File: src/rtl/usb_tx_sched.sv
`default_nettype none
// ============================================================================
// Module   : usb_tx_sched
// Brief    : USB device transmit scheduler. Arbitrates handshake and data
//            packets, enforces inter-packet gap / turnaround, handshake timeout.
// Revision : 1.0 - initial release
// ============================================================================
module usb_tx_sched #(
   parameter int DW    = 8,
   parameter int GAP_W = 6,
   parameter int TO_W  = 16
) (
   input  logic             clk,
   input  logic             rst,
   input  logic [GAP_W-1:0] delay_threshole,
   input  logic [TO_W-1:0]  time_threshold,
   input  logic             rx_done,
   input  logic             rx_pid_en,
   input  logic             hs_valid,
   input  logic [3:0]       hs_pid,
   output logic             hs_ready,
   input  logic             tx_lt_sop,
   input  logic             tx_lt_eop,
   input  logic             tx_lt_valid,
   input  logic [DW-1:0]    tx_lt_data,
   input  logic             tx_lt_cancle,
   input  logic             data_need_ack,
   output logic             tx_lt_ready,
   output logic [3:0]       tx_pid,
   output logic             tx_valid,
   input  logic             tx_ready,
   output logic             tx_lp_sop,
   output logic             tx_lp_eop,
   output logic             tx_lp_valid,
   output logic [DW-1:0]    tx_lp_data,
   input  logic             tx_lp_ready,
   output logic             cancle,
   output logic             d_oe,
   output logic             time_out
);

   typedef enum logic [2:0] {
      IDLE      = 3'd0,
      SEND_HS   = 3'd1,
      SEND_DATA = 3'd2,
      WAIT_ACK  = 3'd3,
      GAP       = 3'd4
   } state_t;

   localparam logic [GAP_W-1:0] C_GAP_ONE = GAP_W'(1);
   localparam logic [TO_W-1:0]  C_TO_ONE  = TO_W'(1);

   state_t           r_state;
   state_t           w_next;
   logic [3:0]       r_tx_pid;
   logic             r_need_ack;
   logic [GAP_W-1:0] r_gap_cnt;
   logic [TO_W-1:0]  r_to_cnt;
   logic             w_hs_accept;
   logic             w_data_start;
   logic             w_gap_done;

   // A zero threshold still yields one GAP cycle.
   assign w_gap_done = (delay_threshole == '0) ||
                       (r_gap_cnt == (delay_threshole - C_GAP_ONE));

   always_comb begin
      w_next       = r_state;
      w_hs_accept  = 1'b0;
      w_data_start = 1'b0;
      hs_ready     = 1'b0;
      tx_lt_ready  = 1'b0;
      tx_valid     = 1'b0;
      tx_lp_sop    = 1'b0;
      tx_lp_eop    = 1'b0;
      tx_lp_valid  = 1'b0;
      tx_lp_data   = '0;
      cancle       = 1'b0;
      d_oe         = 1'b0;
      time_out     = 1'b0;
      case (r_state)
         IDLE: begin
            if (rx_done) begin
               w_next = GAP;
            end else if (hs_valid) begin
               hs_ready    = 1'b1;
               w_hs_accept = 1'b1;
               w_next      = SEND_HS;
            end else if (tx_lt_valid && tx_lt_sop) begin
               w_data_start = 1'b1;
               w_next       = SEND_DATA;
            end else if (tx_lt_valid) begin
               tx_lt_ready = 1'b1;
            end
         end
         SEND_HS: begin
            tx_valid = 1'b1;
            d_oe     = 1'b1;
            if (tx_ready) w_next = GAP;
         end
         SEND_DATA: begin
            d_oe = 1'b1;
            tx_lp_data = tx_lt_data;
            if (tx_lt_cancle) begin
               // Abort suppresses the beat entirely, including any eop.
               cancle = 1'b1;
               w_next = GAP;
            end else begin
               tx_lp_sop   = tx_lt_sop;
               tx_lp_eop   = tx_lt_eop;
               tx_lp_valid = tx_lt_valid;
               tx_lt_ready = tx_lp_ready;
               if (tx_lt_valid && tx_lp_ready && tx_lt_eop)
                  w_next = r_need_ack ? WAIT_ACK : GAP;
            end
         end
         WAIT_ACK: begin
            if (rx_pid_en) begin
               w_next = GAP;
            end else if (r_to_cnt == time_threshold) begin
               time_out = 1'b1;
               w_next   = GAP;
            end
         end
         GAP: begin
            if (!rx_done && w_gap_done) w_next = IDLE;
         end
         default: w_next = IDLE;
      endcase
      // Reset silences every output immediately, independent of the clock.
      if (rst) begin
         hs_ready    = 1'b0;
         tx_lt_ready = 1'b0;
         tx_valid    = 1'b0;
         tx_lp_sop   = 1'b0;
         tx_lp_eop   = 1'b0;
         tx_lp_valid = 1'b0;
         tx_lp_data  = '0;
         cancle      = 1'b0;
         d_oe        = 1'b0;
         time_out    = 1'b0;
      end
   end

   assign tx_pid = r_tx_pid;

   always_ff @(posedge clk or posedge rst) begin
      if (rst) begin
         r_state    <= IDLE;
         r_tx_pid   <= '0;
         r_need_ack <= 1'b0;
         r_gap_cnt  <= '0;
         r_to_cnt   <= '0;
      end else begin
         r_state <= w_next;
         if (w_hs_accept)  r_tx_pid   <= hs_pid;
         if (w_data_start) r_need_ack <= data_need_ack;
         // rx_done inside GAP restarts the turnaround window.
         if (w_next == GAP && (r_state != GAP || rx_done))
            r_gap_cnt <= '0;
         else if (r_state == GAP && r_gap_cnt != '1)
            r_gap_cnt <= r_gap_cnt + C_GAP_ONE;
         if (w_next == WAIT_ACK && r_state != WAIT_ACK)
            r_to_cnt <= '0;
         else if (r_state == WAIT_ACK && r_to_cnt != '1)
            r_to_cnt <= r_to_cnt + C_TO_ONE;
      end
   end

endmodule
`default_nettype wire

File: config.mk
export PLATFORM = sky130hd
export DESIGN_NAME = usb_tx_sched
export DESIGN_NICKNAME = d
export VERILOG_FILES = /design/src/rtl/usb_tx_sched.sv
export SDC_FILE = /design/constraint.sdc
export NUM_CORES = 1
export LEC_CHECK = 0
export CORE_ASPECT_RATIO = 1.1
export CORE_MARGIN = 4
export CORE_UTILIZATION = 37
export CTS_CLUSTER_DIAMETER = 40
export CTS_CLUSTER_SIZE = 28
export DETAILED_ROUTE_END_ITERATION = 7
export MAX_ROUTING_LAYER = met4
export PLACE_DENSITY = 0.65
export RECOVER_POWER = 50
export SYNTH_ARGS = -nofsm -noshare
export SYNTH_HDL_FRONTEND = slang
export SYNTH_SLANG_ARGS = --single-unit
File: constraint.sdc
create_clock -name clk -period 2.9 [get_ports clk]
set_clock_uncertainty 0.05 [all_clocks]
set_input_delay 0.58 -clock clk [delete_from_list [all_inputs] [get_ports clk]]
set_output_delay 0.58 -clock clk [all_outputs]
set_load 0.01 [all_outputs]
==> report_table.html, run 1 <==
<table>
<tr><th>Metric</th><th>Value</th></tr>
<tr><th colspan="2">Setup path</th></tr>
<tr><td>Worst Path Buf+Inv</td><td>3</td></tr>
<tr><td>Crit path arrival time</td><td>2.17 ns</td></tr>
<tr><td>Critical-path maximum fanout</td><td>10</td></tr>
<tr><td>Critical Path Max Stage Delay</td><td>0.55 ns</td></tr>
<tr><td>Cells traversed along the worst timing path</td><td>clkdlybuf4s50_1 &gt; inv_1 &gt; and3_1 &gt; or2_1 &gt; clkdlybuf4s50_1</td></tr>
<tr><td>Kind of start point of the critical path</td><td>primary input</td></tr>
<tr><td>Data required time at the worst endpoint</td><td>2.27 ns</td></tr>
<tr><td>Kind of capture point of the worst setup path</td><td>output pin</td></tr>
<tr><td>RR Startpoint</td><td>r_to_cnt[0]$_DFFE_PP0P_</td></tr>
<tr><td>Number of cells on the worst reg-to-reg path</td><td>6</td></tr>
<tr><td>Reg-to-reg setup timing slack</td><td>0.82 ns</td></tr>
<tr><td>Library cell contributing the largest single delay on the critical path</td><td>clkdlybuf4s50_1</td></tr>
<tr><td>Cell type group with the largest total delay on the critical path</td><td>buffers and inverters</td></tr>
<tr><td>Worst r2r dst</td><td>r_to_cnt[12]$_DFFE_PP0P_</td></tr>
<tr><td>Kind of critical path</td><td>primary input to output pin</td></tr>
<tr><td>Most common cell type on the critical path</td><td>clkdlybuf4s50_1</td></tr>
<tr><th colspan="2">CTS</th></tr>
<tr><td>CTS Hold Buffers Added</td><td>0</td></tr>
<tr><td>Clock Sink Count</td><td>30</td></tr>
<tr><td>Number of H-tree levels</td><td>2</td></tr>
<tr><td>Clock latency on the worst-skew pair</td><td>0.28 ns</td></tr>
<tr><td>Number of buffers created by CTS</td><td>5</td></tr>
<tr><td>Clk buf depth</td><td>2</td></tr>
<tr><td>Root buffer selected by CTS</td><td>clkbuf_8</td></tr>
<tr><td>TritonCTS clock tree</td><td>yes</td></tr>
<tr><td>Clock transition time at the flip-flop clock pins of the worst setup and hold paths</td><td>0.06 ns</td></tr>
<tr><th colspan="2">Drt</th></tr>
<tr><td>Total number of vias</td><td>2074</td></tr>
<tr><td>Detailed Route Iter0 Violations</td><td>50</td></tr>
<tr><td>Post-DR wirelength/cell</td><td>14.0 microns</td></tr>
<tr><td>Number of remaining DRC errors</td><td>0</td></tr>
<tr><td>Final ANT Viol Nets</td><td>0</td></tr>
<tr><td>Post-Route WL</td><td>5590 microns</td></tr>
<tr><td>Number of optimization iterations in the first detailed-route pass</td><td>4</td></tr>
<tr><td>Vias/cell</td><td>5.20</td></tr>
<tr><th colspan="2">Timing</th></tr>
<tr><td>Final setup viols</td><td>0</td></tr>
<tr><td>Fin crit share</td><td>96.6%</td></tr>
<tr><td>Worst slew pin tran</td><td>1.59 ns</td></tr>
<tr><td>Unrepaired setup endpoints after global routing</td><td>true</td></tr>
<tr><td>Final-layout worst hold slack</td><td>0.435 ns</td></tr>
<tr><td>Min Clock Period, post-route</td><td>2.80 ns</td></tr>
<tr><td>Final Slew Violations</td><td>31</td></tr>
<tr><td>Max Freq</td><td>357 MHz</td></tr>
<tr><td>Relative slew slack</td><td>-6.21%</td></tr>
<tr><td>Hold Vio Cnt, Final</td><td>0</td></tr>
<tr><th colspan="2">Synth</th></tr>
<tr><td>Main combinational cell family by area after synthesis</td><td>simple AND/OR/NAND/NOR gates</td></tr>
<tr><td>Register area share after synthesis</td><td>32.9%</td></tr>
<tr><td>Dominant cell type by area after synthesis</td><td>dfrtp_1</td></tr>
<tr><td>Ys flop type</td><td>dfrtp_1</td></tr>
<tr><td>Area fraction in compound gates after synthesis</td><td>11.9%</td></tr>
<tr><td>XOR/XNOR share of the synthesized area</td><td>15.3%</td></tr>
<tr><td>Cell with the most instances after synthesis</td><td>xor2_1</td></tr>
<tr><td>Adder-cell share of the synthesized area</td><td>1.65%</td></tr>
<tr><td>Multiplexer fraction of the synthesized cell area</td><td>5.60%</td></tr>
<tr><td>Synth unique cells</td><td>54</td></tr>
<tr><td>Fraction of registers with async set/reset</td><td>100%</td></tr>
<tr><td>Area of the mapped netlist</td><td>2280 sq um</td></tr>
<tr><td>Proportion of netlist area held by the largest area contributor</td><td>32.9%</td></tr>
<tr><td>Number of flops mapped to enable cells by yosys</td><td>0</td></tr>
<tr><td>Mapped Nets</td><td>292</td></tr>
<tr><td>Gate count of the mapped netlist</td><td>243</td></tr>
<tr><td>Register bit total from synthesis</td><td>30</td></tr>
<tr><td>Biggest area contributors in the synthesized netlist</td><td>dfrtp_1 33%, xor2_1 12%, nor2_1 3.6%</td></tr>
<tr><td>Commonest cells in the synthesized netlist</td><td>31 x xor2_1, 30 x dfrtp_1, 22 x nor2_1</td></tr>
<tr><td>Post-synthesis share of cell area spent on and, or, nand and nor gates</td><td>29.9%</td></tr>
<tr><td>Average size of a mapped cell</td><td>9.38 sq um</td></tr>
<tr><td>Yosys warning count</td><td>0</td></tr>
<tr><th colspan="2">Layout</th></tr>
<tr><td>Area growth syn-to-layout</td><td>40.9%</td></tr>
<tr><td>Diodes inserted</td><td>0</td></tr>
<tr><td>Number of nets in the layout</td><td>370</td></tr>
<tr><td>Layout cells sized above 1</td><td>12.1%</td></tr>
<tr><th colspan="2">Power</th></tr>
<tr><td>IR Drop Worst-Case VDD</td><td>317 uV</td></tr>
<tr><td>Sum of internal, switching and leakage power</td><td>1850 uW</td></tr>
<tr><td>Power density of the placed cells</td><td>576 nW/um^2</td></tr>
<tr><td>Static leakage</td><td>0.00130 uW</td></tr>
<tr><th colspan="2">Die</th></tr>
<tr><td>Starting utilization of the core area</td><td>38.8%</td></tr>
<tr><td>Core area</td><td>5880 sq um</td></tr>
<tr><td>Std cell rows</td><td>29</td></tr>
<tr><td>Die Footprint</td><td>7480 sq um</td></tr>
<tr><td>Die outline width</td><td>82.8 microns</td></tr>
<tr><td>Die boundary height</td><td>90.3 microns</td></tr>
<tr><td># IOs</td><td>67</td></tr>
<tr><th colspan="2">Run status</th></tr>
<tr><td>Violations in the final reports</td><td>max-capacitance violations, max-slew violations</td></tr>
<tr><td>Status</td><td>finished, violations left</td></tr>
<tr><th colspan="2">Worst hold path</th></tr>
<tr><td>Start point of the worst min-delay path</td><td>tx_pid[1]$_DFFE_PP0P_</td></tr>
<tr><td>Worst Hold Class</td><td>register to register</td></tr>
<tr><td>Hold Path Cell Cnt</td><td>1</td></tr>
<tr><td>Endpoint with the worst hold slack</td><td>tx_pid[1]$_DFFE_PP0P_</td></tr>
<tr><th colspan="2">Place</th></tr>
<tr><td>Routability congestion estimate from global placement</td><td>0.801</td></tr>
<tr><td>Number of buffers added on ports</td><td>66</td></tr>
<tr><td>Detailed placer's ending HPWL</td><td>4360 microns</td></tr>
<tr><th colspan="2">Global routing</th></tr>
<tr><td>Antenna violations before repair</td><td>0</td></tr>
<tr><td>Number of global-route vias before repair</td><td>2037</td></tr>
<tr><td>Maximum number of pins on one net before global-route repair</td><td>31</td></tr>
<tr><td>GRT Util Overall</td><td>15.6%</td></tr>
<tr><td>Overflow left after global routing</td><td>0</td></tr>
<tr><td>First-pass GRT wire length</td><td>9530 microns</td></tr>
<tr><th colspan="2">Run</th></tr>
<tr><td>Number of maximum-capacitance violations</td><td>1</td></tr>
</table>
==> registers in the layout, indices dropped and copies added, names as in the netlist <==
signal and count:
r_to_cnt 16, r_need_ack 1, tx_pid 4, r_state 3
r_gap_cnt 6
==> per-stage QoR <==
step,cell area (sq um),setup WS (ns),cells,util (%),setup TNS (ns)
after floorplan,2280,0.367,243,-,0
after global placement,3080,-0.224,390,52.4,-0.335
after detailed placement,3080,-0.278,390,52.4,-0.379
after CTS,3190,0.0284,398,54.3,0
after global routing,3210,-0.0306,399,54.6,-0.0306
final,3210,0.0973,399,54.6,0
==> layer usage <==
layer / GRT usage, % / part of all wire, % / vias to the layer above
li1: - / - / 1038
met1: 19.2 / 46 / 978
met2: 25.6 / 47 / 53
met3: 3.47 / 5.3 / 5
met4: 4.50 / 1.2 / 0
met5: - / 0 / -
==> placed cells by master, fill, tap and decap left out, drive strengths merged, types with 3 or more instances in the layout <==
cell type,n
o22ai,4
clkbuf,10
nand2b,6
xor2,31
o211ai,8
nor3,4
xnor2,8
nand2,16
o21ai,6
and3,8
o32ai,4
dfrtp,30
nor2,25
nand4,6
nor2b,3
nor4,7
dlymetal6s2s,5
a21oi,3
inv,4
or3,4
mux2i,6
mux2,6
dlygate4sd3,4
nor3b,3
clkdlybuf4s50,56
and4,3
nand3,7
buf,10
and2,11
ha,3
==> cells by family after synthesis <==
kind of cell | after synthesis
flip-flops | 30
adder cells (fa/ha/maj) | 3
buffers and inverters | 12
multiplexers | 12
AND/OR/NAND/NOR | 112
AO/OA/AOI/OAI | 35
XOR/XNOR | 39
==> how the worst max path moves through the flow <==
stage,startpoint,to,cells after the start
after floorplan,rst,cancle,4
after global placement,time_threshold[2],time_out,6
final,rst,d_oe,5
after global routing,time_threshold[8],time_out,7
after detailed placement,time_threshold[13],time_out,7
after CTS,time_threshold[13],time_out,7
==> power by group <==
| group | switching [uW] | total, uW | internal [uW] |
|---|---|---|---|
| combinational | 383 | 801 | 419 |
| clock | 154 | 345 | 191 |
| sequential | 172 | 704 | 532 |
| total | 708 | 1850 | 1140 |
==> final cells by class <==
type                    count  area [sq um]
fillers                   578          2670
clock inverters             1          5.00
inverters                   4          15.0
clock buffers               7          86.3
well taps                  77          96.3
flip-flops and latches     30           751
repair buffers             79           759
multi-input cells         201          1500
==> timing repair <==
item,CTS,global route
resized for setup,4,7
pin swaps,1,3
endpoints found under the hold margin,0,0
endpoints found under the setup margin,2,2
setup buffers,0,1
Note: power is estimated with default switching activity, not from simulation.
==> inputs of run 2 (changes only) <==
- CTS_CLUSTER_SIZE: 28 -> default
==> results of run 2 <==
The final DEF is identical to that of run 1; final timing and power are the same.
